### config.mk
export PLATFORM = sky130hd
export DESIGN_NAME = dmem_arbiter
export DESIGN_NICKNAME = d
export VERILOG_FILES = /design/src/rtl/mem_pkg.sv /design/src/rtl/dmem_arbiter_rr_arb2.sv /design/src/rtl/dmem_arbiter.sv
export SDC_FILE = /design/constraint.sdc
export NUM_CORES = 1
export LEC_CHECK = 0
export BUFFER_PORTS_ARGS = -buffer_cell sky130_fd_sc_hd__buf_2
export CAP_MARGIN = 20
export CORE_MARGIN = 8
export CORE_UTILIZATION = 42
export DETAILED_ROUTE_END_ITERATION = 6
export PLACE_DENSITY = 0.81
export SLEW_MARGIN = 20
export SYNTH_ARGS = -nofsm -noshare
export SYNTH_HDL_FRONTEND = slang
export SYNTH_HIERARCHICAL = 1
export SYNTH_SLANG_ARGS = --single-unit
### constraint.sdc
create_clock -name clk -period 5.02 [get_ports clk]
set_input_delay 0.251 -clock clk [delete_from_list [all_inputs] [get_ports clk]]
set_output_delay 0.251 -clock clk [all_outputs]
set_load 0.02 [all_outputs]
### src/rtl/mem_pkg.sv
// Shared memory-op encodings, RAM funct3 codes and access-size helper.
package mem_pkg;

    typedef enum logic [1:0] {
        OP_LBU = 2'b00,
        OP_LW  = 2'b01,
        OP_SB  = 2'b10,
        OP_SW  = 2'b11
    } mem_op_e;

    localparam logic [2:0] F3_LW  = 3'b010;
    localparam logic [2:0] F3_LBU = 3'b100;
    localparam logic [2:0] F3_SB  = 3'b000;
    localparam logic [2:0] F3_SW  = 3'b010;

    localparam int unsigned ADDR_W = 32;
    localparam int unsigned DATA_W = 32;

    function automatic logic [2:0] op_size(input mem_op_e op);
        logic [2:0] size;
        size = 3'd1;
        if (op == OP_LW || op == OP_SW) begin
            size = 3'd4;
        end
        return size;
    endfunction

endpackage

### src/rtl/dmem_arbiter_rr_arb2.sv
// Two-way round-robin arbiter; the port that did not win last time has priority.
module rr_arb2 #(
    parameter logic RESET_LAST = 1'b1
) (
    input  logic       clk,
    input  logic       rst,
    input  logic [1:0] req,
    input  logic       advance,
    output logic [1:0] gnt
);

    logic r_last_grant;

    always_ff @(posedge clk or posedge rst) begin
        if (rst) begin
            r_last_grant <= RESET_LAST;
        end else if (advance) begin
            r_last_grant <= gnt[1];
        end
    end

    always_comb begin
        gnt = 2'b00;
        case (req)
            2'b01:   gnt = 2'b01;
            2'b10:   gnt = 2'b10;
            2'b11:   gnt = r_last_grant ? 2'b01 : 2'b10;
            default: gnt = 2'b00;
        endcase
    end

endmodule

### src/rtl/dmem_arbiter.sv
// Shares one single-port byte-addressed data RAM between the LSU (port 0) and
// the loader/debug DMA (port 1), with range/alignment checks and a registered response.
module dmem_arbiter
    import mem_pkg::*;
#(
    parameter int unsigned MEM_BYTES  = 256,
    parameter logic        RESET_LAST = 1'b1
) (
    input  logic        clk,
    input  logic        rst,

    input  logic        p0_req_valid,
    output logic        p0_req_ready,
    input  logic [31:0] p0_req_addr,
    input  logic [1:0]  p0_req_op,
    input  logic [31:0] p0_req_wdata,
    output logic        p0_resp_valid,
    output logic [31:0] p0_resp_rdata,
    output logic        p0_resp_err,

    input  logic        p1_req_valid,
    output logic        p1_req_ready,
    input  logic [31:0] p1_req_addr,
    input  logic [1:0]  p1_req_op,
    input  logic [31:0] p1_req_wdata,
    output logic        p1_resp_valid,
    output logic [31:0] p1_resp_rdata,
    output logic        p1_resp_err,

    output logic [31:0] ram_address,
    output logic [31:0] ram_write_data,
    output logic        ram_w_write_enable,
    output logic        ram_b_write_enable,
    output logic        ram_read_enable,
    output logic [2:0]  ram_funct3,
    input  logic [31:0] ram_read_data
);

    logic [1:0]        w_req;
    logic [1:0]        w_gnt;
    logic              w_accept;
    logic              w_sel;
    logic [31:0]       w_addr;
    logic [31:0]       w_wdata;
    mem_op_e           w_op;
    logic [32:0]       w_addr_end;
    logic              w_misaligned;
    logic              w_out_of_range;
    logic              w_err;
    logic              w_is_load;

    logic              r_p0_resp_valid;
    logic [31:0]       r_p0_resp_rdata;
    logic              r_p0_resp_err;
    logic              r_p1_resp_valid;
    logic [31:0]       r_p1_resp_rdata;
    logic              r_p1_resp_err;

    // Reset masks requests so nothing is granted or driven to the RAM during reset.
    assign w_req = {p1_req_valid, p0_req_valid} & {2{~rst}};

    rr_arb2 #(
        .RESET_LAST (RESET_LAST)
    ) u_rr_arb2 (
        .clk     (clk),
        .rst     (rst),
        .req     (w_req),
        .advance (w_accept),
        .gnt     (w_gnt)
    );

    assign w_accept     = |w_gnt;
    assign w_sel        = w_gnt[1];
    assign p0_req_ready = w_gnt[0];
    assign p1_req_ready = w_gnt[1];

    assign w_addr  = w_sel ? p1_req_addr  : p0_req_addr;
    assign w_wdata = w_sel ? p1_req_wdata : p0_req_wdata;
    assign w_op    = w_sel ? mem_op_e'(p1_req_op) : mem_op_e'(p0_req_op);

    // 33-bit end address so accesses near 2^32 cannot wrap back into range.
    assign w_addr_end     = {1'b0, w_addr} + 33'(op_size(w_op));
    assign w_out_of_range = w_addr_end > 33'(MEM_BYTES);
    assign w_misaligned   = (w_op == OP_LW || w_op == OP_SW) && (w_addr[1:0] != 2'b00);
    assign w_err          = w_misaligned || w_out_of_range;
    assign w_is_load      = (w_op == OP_LW) || (w_op == OP_LBU);

    always_comb begin
        ram_address        = 32'd0;
        ram_write_data     = 32'd0;
        ram_funct3         = F3_SB;
        ram_w_write_enable = 1'b0;
        ram_b_write_enable = 1'b0;
        ram_read_enable    = 1'b0;
        if (w_accept) begin
            ram_address    = w_addr;
            ram_write_data = w_wdata;
            case (w_op)
                OP_LBU:  ram_funct3 = F3_LBU;
                OP_LW:   ram_funct3 = F3_LW;
                OP_SB:   ram_funct3 = F3_SB;
                OP_SW:   ram_funct3 = F3_SW;
                default: ram_funct3 = F3_SB;
            endcase
            if (!w_err) begin
                ram_read_enable    = w_is_load;
                ram_w_write_enable = (w_op == OP_SW);
                ram_b_write_enable = (w_op == OP_SB);
            end
        end
    end

    // One-cycle response pulse to whichever port was accepted.
    always_ff @(posedge clk or posedge rst) begin
        if (rst) begin
            r_p0_resp_valid <= 1'b0;
            r_p0_resp_rdata <= 32'd0;
            r_p0_resp_err   <= 1'b0;
            r_p1_resp_valid <= 1'b0;
            r_p1_resp_rdata <= 32'd0;
            r_p1_resp_err   <= 1'b0;
        end else begin
            r_p0_resp_valid <= w_gnt[0];
            r_p0_resp_err   <= w_gnt[0] & w_err;
            r_p0_resp_rdata <= (w_gnt[0] && w_is_load && !w_err) ? ram_read_data : 32'd0;
            r_p1_resp_valid <= w_gnt[1];
            r_p1_resp_err   <= w_gnt[1] & w_err;
            r_p1_resp_rdata <= (w_gnt[1] && w_is_load && !w_err) ? ram_read_data : 32'd0;
        end
    end

    assign p0_resp_valid = r_p0_resp_valid;
    assign p0_resp_rdata = r_p0_resp_rdata;
    assign p0_resp_err   = r_p0_resp_err;
    assign p1_resp_valid = r_p1_resp_valid;
    assign p1_resp_rdata = r_p1_resp_rdata;
    assign p1_resp_err   = r_p1_resp_err;

endmodule

==> results of run 1 <==
critical path: cells and delay by family (launching register included):
family	cells	cell delay (ns)
xor+xnor	1	0.18
mux	1	0.27
simple gates	5	1.49
buf+inv	2	0.60
flops	1	0.39
fa+ha+maj	2	0.40
compound gates	3	0.74
synth_stat cells, types with 4 or more instances:
cell type / instances / area share (%)
dfrtp_1: 68 / 38
nand3b_1: 10 / 1.7
mux2_2: 9 / 2.3
nor2b_1: 16 / 2.2
a21oi_1: 19 / 2.1
clkbuf_2: 5 / 0.56
xnor2_1: 7 / 1.4
nor3_1: 10 / 1.1
nand4_1: 7 / 0.97
and3_1: 66 / 9.2
mux2i_1: 20 / 4.4
clkbuf_1: 17 / 1.4
o31ai_1: 4 / 0.67
a22o_1: 21 / 4.1
xor2_1: 6 / 1.2
inv_1: 7 / 0.58
nand2_1: 76 / 6.3
buf_2: 7 / 0.78
nand4b_1: 5 / 0.97
o21ai_0: 32 / 3.6
nand3_1: 16 / 1.8
nor2_1: 24 / 2.0
buf_1: 4 / 0.33
cell usage in the layout, fill, tap and decap left out, drive strengths merged, types with 16 or more instances in the layout:
| master | count |
|---|---|
| buf | 315 |
| nand2 | 76 |
| dfrtp | 68 |
| and3 | 66 |
| o21ai | 32 |
| nor2 | 24 |
| a22o | 21 |
| mux2i | 20 |
| a21oi | 19 |
| nand3 | 16 |
| nor2b | 16 |
power by group through the flow:
| stage | logic, mW | registers [mW] | clock network [mW] |
|---|---|---|---|
| 2_1_floorplan | 0.217 | 0.574 | 0 |
| 3_5_place_dp | 0.383 | 0.572 | 0 |
| 6_report | 0.387 | 0.562 | 0.396 |
| 5_1_grt | 0.419 | 0.562 | 0.425 |
| 4_1_cts | 0.386 | 0.562 | 0.404 |
| 3_3_place_gp | 0.379 | 0.572 | 0 |
through the flow:
stage          instances  cell area, um^2  utilization (%)  total power, mW  setup WS, ns
2_1_floorplan        517             4500                -            0.791         0.220
3_3_place_gp         930             6080             58.6            0.952         0.716
3_5_place_dp         930             6080             58.6            0.956         0.522
4_1_cts              947             6270             60.4             1.35         0.405
5_1_grt              947             6270             60.4             1.41         0.125
6_report             947             6270             60.4             1.34         0.357
cells by family after synthesis:
family                     after synthesis  share of synthesized area (%)
and+or+nand+nor                        244                           28.7
AOI/OAI and AO/OA                      112                           17.3
DFF                                     69                           38.4
buffers and inverters                   45                           5.09
muxes                                   30                           7.03
xor gates and xnor gates                13                           2.53
adders and majority gates                3                          0.834
other                                    1                         0.0833
what timing repair did:
item / 4_1_cts / 5_1_grt
endpoints found under the hold margin: 1 / 0
gates resized for setup: 0 / 0
hold buffers: 1 / 0
flip-flops by register name, indices dropped and copies added, names as in the netlist:
name / cells
p0_resp_valid: 1
p1_resp_valid: 1
p0_resp_rdata: 32
p1_resp_rdata: 32
p0_resp_err: 1
p1_resp_err: 1
u_rr_arb2/r_last_grant: 1
final cells by class:
cell class	instances	area share (%)
multi-input combinational	403	40.8
sequential	69	27.6
timing repair buffer	316	25.7
tap	136	2.71
clock buffer	12	2.48
inverter	7	0.419
clock inverter	4	0.359
path summary, 6_finish.rpt:
check,end,slack [ns],cells after the start
max in group asynchronous,p0_resp_rdata[26]$_DFF_PP0_,4.29,3
min reg2reg,u_rr_arb2/r_last_grant$_DFFE_PP1P_,0.66,1
max,ram_read_enable,0.36,14
min,p1_resp_rdata[30]$_DFF_PP0_,0.15,2
min in group asynchronous,p0_resp_rdata[2]$_DFF_PP0_,0.18,3
max reg2reg,p1_resp_rdata[10]$_DFF_PP0_,0.74,14
layer usage:
layer	GRT usage (%)	up-vias
met2	41.7	324
li1	-	2453
met4	6.48	0
met1	28.1	2481
met5	0	-
met3	6.05	27
==> out/results.ini, run 1 <==
[clocking]
clk_latency_ns = 0.33
cts_tree = built
clock-sinks = 69
cts_setup_buffers = 0
path_clk_slew_ns = 0.07
clk_path_buf_depth = 2
h-tree-depth = 3
cts-root-buf = clkbuf_8
cts_buffers = 9

[floorplanning]
core_area_mm2 = 0.0104
start_util_pct = 43.4
dieArea_mm2 = 0.0143
io_pins = 308
fp.dieH_um = 120
num_rows = 37
die_x_um = 120

[timing]
maxSlewViolCount = 0
min_period_ns = 4.66
hold_violations = 0
fmax_mhz = 214
relSlewSlack_pct = 29.5
worst_clock_skew_ns = 0.00717
setup_viol = 0
worst_hold_slack_ns = 0.155
rsz0062_at_grt = no
tightest_slew_ns = 1.05
setup_tns_ns = 0
post-route-period-util_pct = 92.9

[drt]
wl_met3_mm = 1.64
ant_nets = 0
dr_wl_met2_mm = 9.20
totalWireLength_mm = 18.2
met1_length_mm = 7.04
vias_per_cell = 5.58
drt-pass1-iter-count = 5
vias = 5285
dr.max_layer_used = met4
drc_errors = 0
drt-initial-drc-count = 496
wl_per_cell_um = 19.2

[critical_path]
path_class = flip-flop to primary output
critPathLaunch = u_rr_arb2/r_last_grant$_DFFE_PP1P_
slowest_delay_ns = 0.50
cp.required_ns = 4.77
crit_path_cell_trace = a21boi_4, buf_4, mux2_2, ha_1, ha_1, a21oi_1, a211oi_1, nand2_1, nand4b_1, xor2_1, nor4_1, and4_4, nor2b_1, buf_2
worstPathMaxFanout = 40
worstPathArrival_ns = 4.41
slowest_stage = and4_4
crit_top_cell = ha_1
startpoint_type = flip-flop
cp-end-kind = primary output
timing.rr.start = u_rr_arb2/r_last_grant$_DFFE_PP1P_

[synthesis]
syn_area_mm2 = 0.00450
syn_area_per_cell_um2 = 8.71
synth-seq-area-share_pct = 38.4
ys_types = 59
synth_edf_count = 0
syn-num-nets = 688
async_flop_share_pct = 100
syn-instance-count = 517
yosysWarnings = 6
synth_top_flop_cell = dfrtp_1
ys_ff_latch = 69

[pwr]
p_clk_share_pct = 29.5
pwr-share-comb_pct = 28.7
vdd_drop_max_mv = 0.145
p_int_uw = 912
p_leak_nw = 3.60
power_density_mw_per_mm2 = 215
seqPwrFrac_pct = 41.8
power.switching_uw = 433
switching_share_pct = 32.2

[global_routing]
first_global_vias = 5171
grt_overflow_total = 0
grt.total_usage_pct = 23.7
grt_first_pass_wirelength_mm = 27.4
antenna_found_initial = 0
grt_max_degree = 69

[final_layout]
fillers = 903
area_growth_pct = 39.3
multiInputGateArea_mm2 = 0.00256
n_antenna_cell = 0
drive_above_1_share_pct = 43.4
register_area_mm2 = 0.00173
fin_nets = 977

[min_path]
hp-start = ram_read_data[30]
hp-class = input port to flip-flop

[flow_run]
cap_violations = 0

[placed_design]
hpwl_mm = 14.6
gp_congestion = 0.989
io_buffers = 306

[run_status]
status = complete, no violations

Power figures use the tool's default switching activity.
==> run 2, diff against run 1 <==
--- a/config.mk
+++ b/config.mk
@@ -11,6 +11,7 @@
 export CORE_UTILIZATION = 42
 export DETAILED_ROUTE_END_ITERATION = 6
 export PLACE_DENSITY = 0.81
+export REMOVE_ABC_BUFFERS = 1
 export SLEW_MARGIN = 20
 export SYNTH_ARGS = -nofsm -noshare
 export SYNTH_HDL_FRONTEND = slang
==> run 2 against run 1 <==
Count of clock-buffer cells in the layout fell by 2. Global-route usage fell by 0.47 points. Power rose by 6.7%. Non-clock buffer count rose by 2. Highest routed layer is now met5.
==> out/results.ini, run 2 (synthesis gave the netlist of run 1 again) <==
[placed_design]
pre_cts_ws_ns = 0.621
gp_congestion = 0.993
hpwl_mm = 14.3
dp_cells = 929
io_buffers = 306

[timing]
post-route-period-util_pct = 94.3
worst_clock_skew_ns = 0.0109
hold_violations = 0
layout_setup_ws_ns = 0.285
relSlewSlack_pct = 33.9
setup_tns_ns = 0
rsz0062_at_grt = no
maxSlewViolCount = 0
fmax_mhz = 211
setup_viol = 0
min_period_ns = 4.73
tightest_slew_ns = 0.986

[final_layout]
final_common_cell = buf_2
n_antenna_cell = 0
fin_nets = 980
drive_above_1_share_pct = 44.5
register_area_mm2 = 0.00173
layout_common_cells = buf_2, nand2_1, dfrtp_1
area_growth_pct = 42.6
stdcell_count = 950
fillers = 914
finish.utilization_pct = 61.9
multiInputGateArea_mm2 = 0.00262

[pwr]
vdd_drop_max_mv = 0.203
p_leak_nw = 3.66
power_density_mw_per_mm2 = 223

[run_status]
status = complete, no violations

[critical_path]
crit_family = simple AND/OR/NAND/NOR gates
worstPathArrival_ns = 4.48
slowest_delay_ns = 0.55
worstPathMaxFanout = 11
cp-end-kind = primary output
path_class = input port to primary output
cp.buffers_inverters = 4
slowest_stage = dlygate4sd3_1
cp.required_ns = 4.77
startpoint_type = input port
crit_path_cell_trace = dlygate4sd3_1, buf_2, nor2b_1, a21boi_4, buf_4, mux2_2, ha_1, ha_1, a21oi_1, nor2_1, a41oi_1, a21oi_1, nand4b_1, nor4_4, and4_4, and3_1, buf_2

[clocking]
cts_tree = built
clock-sinks = 69
clk_latency_ns = 0.33
path_clk_slew_ns = 0.08
clk_path_buf_depth = 2
h-tree-depth = 3
cts-root-buf = clkbuf_8
cts_buffers = 9

[min_path]
hp-class = input port to flip-flop

[floorplanning]
num_rows = 37
start_util_pct = 43.4
core_area_mm2 = 0.0104
fp.dieH_um = 120
io_pins = 308
dieArea_mm2 = 0.0143
die_x_um = 120

[global_routing]
grt.total_usage_pct = 23.3
grt_first_pass_wirelength_mm = 27.0
first_global_vias = 5121
grt_max_degree = 158
antenna_found_initial = 1
grt_overflow_total = 0

[drt]
vias_per_cell = 5.51
vias = 5237
ant_nets = 0
wl_per_cell_um = 19.2
totalWireLength_mm = 18.2
drt-initial-drc-count = 347
drc_errors = 0
drt-pass1-iter-count = 5

[flow_run]
cap_violations = 0

run 2: changes by cell type in the layout (fill, tap and decap cells not counted), moves of 2 or more:
| cell | delta |
|---|---|
| a211oi_1 | -2 |
| bufinv_16 | +2 |
| nor4_4 | +2 |
| nor4_1 | -2 |
| clkbuf_8 | -2 |
| a211oi_2 | +2 |
| clkinv_4 | +2 |
run 2: power by group:
part,internal [mW],switching [mW]
registers,0.560,0.00225
clock network,0.280,0.198
logic,0.152,0.242
total,0.992,0.443
run 2: per-stage QoR:
step	power, mW	hold WS [ns]	cell area, um^2
floorplan	0.790	0.141	4300
detailed placement	0.955	0.290	6090
finish	1.43	0.156	6420
global route	1.50	0.154	6420
global placement	0.952	0.297	6090
CTS	1.43	0.143	6310
run 2: layer usage:
layer	routed length (um)	global-route usage, %	vias up	share of wire (%)
li1	-	-	2464	-
met4	326	7.18	2	1.8
met3	1850	8.25	24	10
met2	8950	40.3	291	49
met5	13	0	-	0.071
met1	7080	26.2	2456	39
run 2: final cells by class:
type                       instances  area share (%)
inverter                           7           0.409
clock inverter                     6            1.36
clock buffer                      10            1.99
tap                              136            2.65
timing repair buffer             318            25.9
sequential                        69            26.9
multi-input combinational        404            40.8
run 2: worst paths after layout:
path                                                     from  cells past startpoint  slack (ns)                            endpoint
hold reg to reg            u_rr_arb2/r_last_grant$_DFFE_PP1P_                      1        0.66  u_rr_arb2/r_last_grant$_DFFE_PP1P_
setup reg to reg           u_rr_arb2/r_last_grant$_DFFE_PP1P_                     12        1.23         p0_resp_rdata[25]$_DFF_PP0_
setup / recovery                                          rst                     17        0.29                  ram_w_write_enable
min in group asynchronous                                 rst                      3        0.53  u_rr_arb2/r_last_grant$_DFFE_PP1P_
hold / removal                              ram_read_data[12]                      2        0.16         p0_resp_rdata[12]$_DFF_PP0_
max in group asynchronous                                 rst                      4        3.72         p1_resp_rdata[20]$_DFF_PP0_
run 2: repair_timing:
item                                   in CTS  in global routing
endpoints found under the hold margin       1                  0
hold buffers                                1                  0
resized for setup                           0                  9
setup endpoints to repair                   0                  3
setup buffers                               0                  2
